$ cat src/rtl/mux1hot_rr_arbiter.sv
// mux1hot_rr_arbiter: round-robin grant drives a one-hot mux into a registered valid/ready output; MUX1HOT_RR_LOCK_EN adds in_last packet locking
module mux1hot_rr_arbiter #(
  parameter int N     = 3,
  parameter int WIDTH = 3
) (
  input  logic                 i_clk,
  input  logic                 i_reset,
`ifdef MUX1HOT_RR_LOCK_EN
  input  logic [N-1:0]         i_in_last,
`endif
  input  logic [N-1:0]         i_in_valid,
  input  logic [N*WIDTH-1:0]   i_in_data,
  output logic [N-1:0]         o_in_ready,
  output logic                 o_out_valid,
  input  logic                 i_out_ready,
  output logic [WIDTH-1:0]     o_out_data,
  output logic [N-1:0]         o_out_src
);
  localparam int IW = $clog2(N);
  logic [IW-1:0]    r_last_gnt;
  logic             r_out_valid;
  logic [WIDTH-1:0] r_out_data;
  logic [N-1:0]     r_out_src;
  logic [N-1:0]     w_rr, w_gnt;
  logic [IW-1:0]    w_win_idx;
  logic [WIDTH-1:0] w_mux;
  logic             w_can_accept, w_accept;
  // Later offsets are overwritten by earlier ones, so the nearest valid requester after the pointer wins.
  always_comb begin
    w_rr = '0;
    for (int k = N; k >= 1; k--)
      for (int i = 0; i < N; i++)
        if (i_in_valid[i] && ((int'(r_last_gnt) + k) % N) == i) begin
          w_rr    = '0;
          w_rr[i] = 1'b1;
        end
  end
`ifdef MUX1HOT_RR_LOCK_EN
  typedef enum logic {S_UNLOCKED, S_LOCKED} state_t;
  state_t       r_state, w_state_nxt;
  logic [N-1:0] r_lock_oh, w_lock_nxt;
  assign w_gnt = (r_state == S_LOCKED) ? (r_lock_oh & i_in_valid) : w_rr;
  always_comb begin
    w_state_nxt = r_state;
    w_lock_nxt  = r_lock_oh;
    if (w_accept) begin
      w_state_nxt = |(i_in_last & w_gnt) ? S_UNLOCKED : S_LOCKED;
      w_lock_nxt  = w_gnt;
    end
  end
  always_ff @(posedge i_clk) begin
    if (!i_reset) begin
      r_state   <= S_UNLOCKED;
      r_lock_oh <= '0;
    end else begin
      r_state   <= w_state_nxt;
      r_lock_oh <= w_lock_nxt;
    end
  end
`else
  assign w_gnt = w_rr;
`endif
  assign w_can_accept = !r_out_valid || i_out_ready;
  assign o_in_ready   = w_gnt & {N{w_can_accept & i_reset}};
  assign w_accept     = |(i_in_valid & o_in_ready);
  always_comb begin
    w_mux     = '0;
    w_win_idx = '0;
    for (int i = 0; i < N; i++) begin
      w_mux = w_mux | (i_in_data[i*WIDTH +: WIDTH] & {WIDTH{w_gnt[i]}});
      if (w_gnt[i]) w_win_idx = IW'(i);
    end
  end
  always_ff @(posedge i_clk) begin
    if (!i_reset) begin
      r_last_gnt  <= IW'(N - 1);
      r_out_valid <= 1'b0;
      r_out_data  <= '0;
      r_out_src   <= '0;
    end else if (w_accept) begin
      r_last_gnt  <= w_win_idx;
      r_out_valid <= 1'b1;
      r_out_data  <= w_mux;
      r_out_src   <= w_gnt;
    end else if (i_out_ready) begin
      r_out_valid <= 1'b0;
    end
  end
  assign o_out_valid = r_out_valid;
  assign o_out_data  = r_out_data;
  assign o_out_src   = r_out_src;
endmodule

$ cat config.mk
export PLATFORM = sky130hd
export DESIGN_NAME = mux1hot_rr_arbiter
export DESIGN_NICKNAME = d
export VERILOG_FILES = /design/src/rtl/mux1hot_rr_arbiter.sv
export SDC_FILE = /design/constraint.sdc
export NUM_CORES = 1
export LEC_CHECK = 0
export CELL_PAD_IN_SITES_DETAIL_PLACEMENT = 0
export CELL_PAD_IN_SITES_GLOBAL_PLACEMENT = 1
export CORE_UTILIZATION = 29
export CTS_BUF_LIST = sky130_fd_sc_hd__clkbuf_16
export DETAILED_ROUTE_END_ITERATION = 10
export PLACE_DENSITY_LB_ADDON = 0.1
export SLEW_MARGIN = 0
export SYNTH_ARGS = -nofsm -noshare
export SYNTH_HDL_FRONTEND = slang
export SYNTH_SLANG_ARGS = --single-unit
$ cat constraint.sdc
create_clock -name i_clk -period 4.47 [get_ports i_clk]
set_input_delay 0.894 -clock i_clk [delete_from_list [all_inputs] [get_ports i_clk]]
set_output_delay 0.894 -clock i_clk [all_outputs]
set_load 0.01 [all_outputs]
### After elaboration in Yosys (flattened, before gate mapping)

Cells that the tools add are included.

* register bits: 9
* latch bits: 0
* memory bits (writable): 0
* memory bits (read-only): 0
* bits of input ports: 15
* output and inout port bits: 10
* logic and storage cells: 53
* memories kept: 0

* $add $sub $neg: 3
* multipliers: 0
* divide/modulo/power cells: 3
* order comparisons: 0
* equal/unequal tests: 6
* shift-type cells: 0
* mux-type cells: 13
* bitwise gates (word level): 8
* reductions and logical operators: 16

Operator list (number)
* 32-bit by 2-bit == test with 1-bit output, second input constant: 3
* 32-bit by 3-bit == test with 1-bit output, second input constant: 3
* 32-bit zero test: 3
* 32-bit by 3-bit modulo with 32-bit output, second input constant: 3
* 3-bit two-way mux: 7
* 3-bit bitwise AND: 5
* 1-bit logical AND: 9
* 2-bit by 2-bit adder with 3-bit output, second input constant: 2
* 3-bit bitwise OR: 2
* 1-bit two-way mux: 4
* 2-bit two-way mux: 2
* 2-bit by 1-bit adder with 3-bit output, second input constant: 1
* 3-bit OR reduction: 1
* 2-bit nonzero test: 1
* 1-bit bitwise AND: 1
* 1-bit zero test: 1
* 1-bit logical OR: 1

### Longest topological paths before layout

Gate-level depths: netlist of the first run.

* depth after elaboration: 17
* depth in mapped cells: 7
* mapped depth without buffers: 7

### Worst setup path before layout of the first run

Ideal clock, no wire load.

* path type: input-to-output
* from: in i_in_valid[0]
* to: out o_in_ready[2]
* arrival time: 1810 ps
* required time: 3576 ps
* setup slack: 1766 ps
* cell stages on the path: 5
* path buffers: 0
* cells stage by stage: and2_1 > o31ai_1 > and2_1 > nand2_1 > inv_1

* word-level cells in the longest chain between the ends: 8
* elaborated cells on any way between the ends: 9
* those cells by class: 6 x mux; 1 x bitwise; 2 x reduce/logical

Ends and longest elaborated chain
* start, declared: RTL line 11 `input logic [N-1:0] i_in_valid,`
* 1-bit logical AND: RTL line 33 `if (i_in_valid[i] && ((int'(r_last_gnt) + k) % N) == i) begin`
* 3-bit two-way mux (3 in a row): RTL line 33
* 3-bit two-way mux (*) (3 in a row): RTL line 33
* 3-bit bitwise AND (*): RTL line 64 `assign o_in_ready = w_gnt & {N{w_can_accept & i_reset}};`
* end, declared: RTL line 13 `output logic [N-1:0] o_in_ready,`

Mark *: on every way between the ends. The rest lies on a longest branch, timed or not.

### Worst setup path in the final report of the first run

Same ends and word-level chain as after synthesis.

==> results of run 1 <==
[cell families after synthesis]
logic type,after synthesis,share of synthesized area
and+or+nand+nor,15,0.148
adders and majority gates,2,0.0493
DFF,9,0.355
buffers and inverters,8,0.0591
AOI/OAI and AO/OA,25,0.389
[worst paths after layout]
| check | endpoint | slack, ns | cells past startpoint | startpoint |
|---|---|---|---|---|
| worst max-delay path | o_in_ready[2] | 0.73 | 7 | i_in_valid[0] |
| worst min-delay path | o_out_data[2] | 0.46 | 2 | o_out_data[2] |
| worst max register to register | o_out_data[2] | 2.34 | 7 | r_last_gnt[0] |
| worst min register to register | o_out_data[2] | 0.46 | 2 | o_out_data[2] |
[critical path, cell delays in order]
cell	delay (ns)
clkdlybuf4s50_1	0.43
and2_1	0.17
o31ai_1	0.38
and2_1	0.26
nand2_1	0.11
inv_1	0.06
clkdlybuf4s50_1	0.53
[registers in the layout, indices dropped and copies added (netlist names)]
signal	count
o_out_data	3
o_out_src	3
o_out_valid	1
r_last_gnt	2
[synthesized netlist by cell type]
| library cell | count |
|---|---|
| a2111oi_0 | 1 |
| o2111a_2 | 1 |
| nand3_1 | 1 |
| o311a_1 | 2 |
| nand2b_1 | 2 |
| nor2_1 | 1 |
| and2_1 | 3 |
| a211oi_1 | 1 |
| and3_1 | 2 |
| a22o_1 | 3 |
| ha_1 | 2 |
| o21ai_0 | 5 |
| a21oi_1 | 5 |
| o31ai_1 | 1 |
| o21bai_1 | 2 |
| nand2_1 | 6 |
| inv_1 | 8 |
| o21ba_1 | 1 |
| o211a_1 | 1 |
| dfxtp_1 | 9 |
| a211oi_4 | 1 |
| o21ba_2 | 1 |
[power by group through the flow]
stage	clock, W	combinational (W)	sequential, W
final	0.000156	0.0000959	0.0000953
after global routing	0.000165	0.000105	0.0000964
after CTS	0.000161	0.0000970	0.0000953
after detailed placement	0	0.0000962	0.0000963
after global placement	0	0.0000965	0.0000960
after floorplan	0	0.0000503	0.0000993
[layer usage]
| metal | vias to the layer above | wire, um | GRT usage |
|---|---|---|---|
| met2 | 18 | 545 | 0.233 |
| met3 | 5 | 83 | 0.0792 |
| met5 | - | 0 | 0 |
| met1 | 231 | 633 | 0.179 |
| li1 | 269 | - | - |
| met4 | 0 | 38 | 0.109 |
[through the flow]
| step | utilization | hold slack (ns) |
|---|---|---|
| 2_1_floorplan | - | 0.471 |
| 3_3_place_gp | 0.487 | 0.460 |
| 3_5_place_dp | 0.487 | 0.465 |
| 4_1_cts | 0.537 | 0.471 |
| 5_1_grt | 0.537 | 0.493 |
| 6_report | 0.537 | 0.462 |
[final cells by class]
cell class                      count  area [um^2]  share of cell area
Multi-Input combinational cell     42          298               0.352
Timing Repair Buffer               24          240               0.284
Sequential cell                     9          180               0.213
Clock buffer                        3         75.1              0.0886
Inverter                            8         30.0              0.0355
Tap cell                           16         20.0              0.0236
Clock inverter                      1         3.75             0.00443
==> flow_summary.json, run 1 <==
{
  "viasPerCell": 5.08,
  "wl_per_cell_um": 12.6,
  "cts_made_buffers": 3,
  "synthToLayoutAreaGrowth_pct": 66.7,
  "setup_viol": 0,
  "gp_congestion": 0.663,
  "nFillCells": 155,
  "path_clk_slew_ns": 0.04,
  "grt_pass1_vias": 469,
  "clock_path_buffers": 2,
  "vias": 523,
  "route.detailed.drc": 0,
  "p_comb_frac": 0.276,
  "placed_cells": 99,
  "grt_pass1_wl_um": 2070,
  "p_seq_frac": 0.274,
  "synth_nets": 76,
  "final_common_cell": "clkdlybuf4s50_1",
  "final.min_clock_period_ns": 3.74,
  "cts_tree": "done",
  "cap_violations": 0,
  "total_leakage_power_nw": 0.375,
  "cts.sinks": 9,
  "hold_viol": 0,
  "drive_above_1_share": 0.0690,
  "die_h_um": 43.9,
  "fp.dieArea_mm2": 0.00192,
  "end_kind": "output pin",
  "syn_area_per_cell_um2": 8.61,
  "status": "finished, final reports clean",
  "firstDrtPassIters": 6,
  "dp_hpwl_um": 963,
  "final_area_um2": 847,
  "pre_cts_ws_ns": 0.729,
  "hp-class": "register to register",
  "fin_crit_sh": 0.836,
  "place_area_um2": 768,
  "ios": 25,
  "antenna_found_initial": 0,
  "slew_headroom": 0.670,
  "cts-hold-fix-buffers": 0,
  "ir_drop_mv": 0.241,
  "yosysTopAreaCell": "dfxtp_1",
  "yosys-top-cells-area": "dfxtp_1 (35%), inv_1 (5.9%), a22o_1 (5.2%)",
  "finalMaxSlewViolations": 0,
  "cts_setup_buffers": 0,
  "fmax_ghz": 0.268,
  "fp.coreArea_mm2": 0.00158,
  "synthCells": 59,
  "setup_slack_ns": 0.732,
  "ys_ff_latch": 9,
  "diodes": 0,
  "power_w": 0.000348,
  "crit_type": "input port to output pin",
  "io_buffers": 24,
  "track_usage": 0.159,
  "finClkSkew_ns": 0.00176,
  "final_cell_mix": "clkdlybuf4s50_1 (24), inv_1 (9), dfxtp_1 (9), nand2_1 (6)",
  "worstSkewPairLatency_ns": 0.23,
  "p_int_w": 0.000259,
  "num_rows": 14,
  "cts_root_buffer": "clkbuf_16",
  "htree_levels": 1,
  "p_clk_frac": 0.450,
  "initial_utilization": 0.322,
  "finalSetupTns_ns": 0,
  "chipWidth_um": 43.9,
  "final_cells": 103,
  "power_switching_w": 0.0000887,
  "fin_nets": 105,
  "final_antenna_net_count": 0,
  "finalWirelength_um": 1300,
  "first_iter_violations": 5,
  "powerDensity_mw_per_mm2": 410,
  "synthDistinctLibCells": 22,
  "crit_arrival_ns": 2.84,
  "yosysWarningCount": 0,
  "worstPathRequired_ns": 3.58,
  "ctsResizeCount": 0,
  "seq_area_frac_synth": 0.355,
  "grt_max_degree": 11,
  "synth_area_um2": 508,
  "rsz0062_at_grt": "false",
  "cp_max_fo": 4,
  "synth_top_area_share": 0.355,
  "swShare": 0.255,
  "critPathLaunchType": "input port",
  "worstMarginPinSlew_ns": 0.483,
  "grt-ovfl-total": 0
}
Power figures use the tool's default switching activity.
==> run 2, diff against run 1 <==
- CORE_UTILIZATION: 29 -> 27
- clock period: 4.47 -> 3.74 ns (I/O delays scaled with it)
==> run 2 against run 1 <==
Design area grew 2.2%. First-iteration DRC count shrank 40%. Power grew 19%. Largest cell class unchanged. Highest routed layer unchanged.
==> flow_summary.json, run 2 (synthesis gave the netlist of run 1 again) <==
{
  "status": "finished, final reports clean",
  "fin_crit_sh": 0.877,
  "gp_congestion": 0.666,
  "cts.sinks": 9,
  "busiest_layer": "met2",
  "cts_root_buffer": "clkbuf_16",
  "crit_type": "input port to output pin",
  "powerDensity_mw_per_mm2": 479,
  "worstPathRequired_ns": 2.99,
  "chipWidth_um": 45.4,
  "grt_max_degree": 11,
  "grt-ovfl-total": 0,
  "fp.coreArea_mm2": 0.00175,
  "clock_path_buffers": 2,
  "end_kind": "output pin",
  "fp.dieArea_mm2": 0.00206,
  "finalWirelength_um": 1230,
  "hold_viol": 0,
  "ios": 25,
  "slew_headroom": 0.692,
  "htree_levels": 1,
  "pre_cts_ws_ns": 0.458,
  "worstHoldStart": "o_out_data[2]",
  "worstSkewPairLatency_ns": 0.23,
  "final_common_cell": "clkdlybuf4s50_1",
  "synthToLayoutAreaGrowth_pct": 70.4,
  "r2r-start": "r_last_gnt[0]",
  "fmax_ghz": 0.305,
  "final_util": 0.496,
  "finClkSkew_ns": 0.00363,
  "startpoint": "i_in_valid[0]",
  "crit_arrival_ns": 2.53,
  "place_area_um2": 787,
  "placed_cells": 109,
  "cts_tree": "done",
  "ir_drop_mv": 0.282,
  "multiInputGateArea_um2": 298,
  "track_usage": 0.139,
  "wl_per_cell_um": 10.9,
  "hp-class": "register to register",
  "worstMarginPinSlew_ns": 0.451,
  "setup_viol": 0,
  "num_rows": 15,
  "final_cells": 113,
  "total_leakage_power_nw": 0.380,
  "antenna_found_initial": 0,
  "route.detailed.drc": 0,
  "grt_pass1_wl_um": 1990,
  "grt_pass1_vias": 460,
  "cts-hold-fix-buffers": 0,
  "cp_max_fo": 4,
  "met2_usage": 0.217,
  "ctsResizeCount": 0,
  "die_h_um": 45.4,
  "final-seq-area_um2": 180,
  "io_buffers": 24,
  "setup_slack_ns": 0.459,
  "rsz0062_at_grt": "false",
  "dp_hpwl_um": 964,
  "nFillCells": 179,
  "initial_utilization": 0.291,
  "fin_nets": 106,
  "diodes": 0,
  "firstDrtPassIters": 4,
  "first_iter_violations": 3,
  "critPathLaunchType": "input port",
  "final_area_um2": 866,
  "final.min_clock_period_ns": 3.28,
  "drive_above_1_share": 0.0795,
  "finalMaxSlewViolations": 0,
  "final_antenna_net_count": 0,
  "viasPerCell": 4.77,
  "vias": 539,
  "path_clk_slew_ns": 0.04,
  "cap_violations": 0,
  "grtUsageMet3": 0.0476,
  "cts_made_buffers": 3,
  "cts_setup_buffers": 0,
  "use_met1": 0.175,
  "finalSetupTns_ns": 0,
  "final_cell_mix": "clkdlybuf4s50_1 (24), inv_1 (9), dfxtp_1 (9), nand2_1 (6)"
}
==> run 2: cell count changes in the layout (fill, tap and decap cells not counted) <==
cell | previous run | this run
buf_4 | 0 | 1
==> run 2: worst paths after layout <==
check / endpoint / slack (ns) / cells after the start
worst max-delay path: o_in_ready[2] / 0.46 / 7
worst min-delay path: o_out_data[2] / 0.46 / 2
worst max register to register: o_out_data[2] / 1.63 / 7
worst min register to register: o_out_data[2] / 0.46 / 2
==> run 2: area by class of cell <==
| cell class | instances | area share |
|---|---|---|
| clock buffers | 3 | 0.0867 |
| clock inverters | 1 | 0.00434 |
| inverters | 8 | 0.0347 |
| multi-input cells | 42 | 0.344 |
| flip-flops and latches | 9 | 0.208 |
| well taps | 25 | 0.0361 |
| repair buffers | 25 | 0.286 |
==> run 2: critical path: stages <==
cell and delay (ns):
clkdlybuf4s50_1 0.43, and2_1 0.17, o31ai_1 0.23, and2_1 0.26, nand2_1 0.12, inv_1 0.07, clkdlybuf4s50_1 0.52
==> run 2: where the power goes <==
| part | internal (W) | switching, W |
|---|---|---|
| clock | 0.000140 | 0.0000450 |
| combinational | 0.0000638 | 0.0000535 |
| sequential | 0.000108 | 0.00000544 |
==> run 2: per-layer routing <==
metal	up-vias	wire length [um]
met1	243	586
met3	2	51
met5	-	0
met4	0	10
met2	16	579
li1	278	-
==> run 2: per-stage QoR <==
step	hold slack, ns	power [W]
floorplan	0.471	0.000179
global placement	0.458	0.000234
detailed placement	0.454	0.000233
CTS	0.465	0.000419
global route	0.506	0.000436
finish	0.458	0.000415
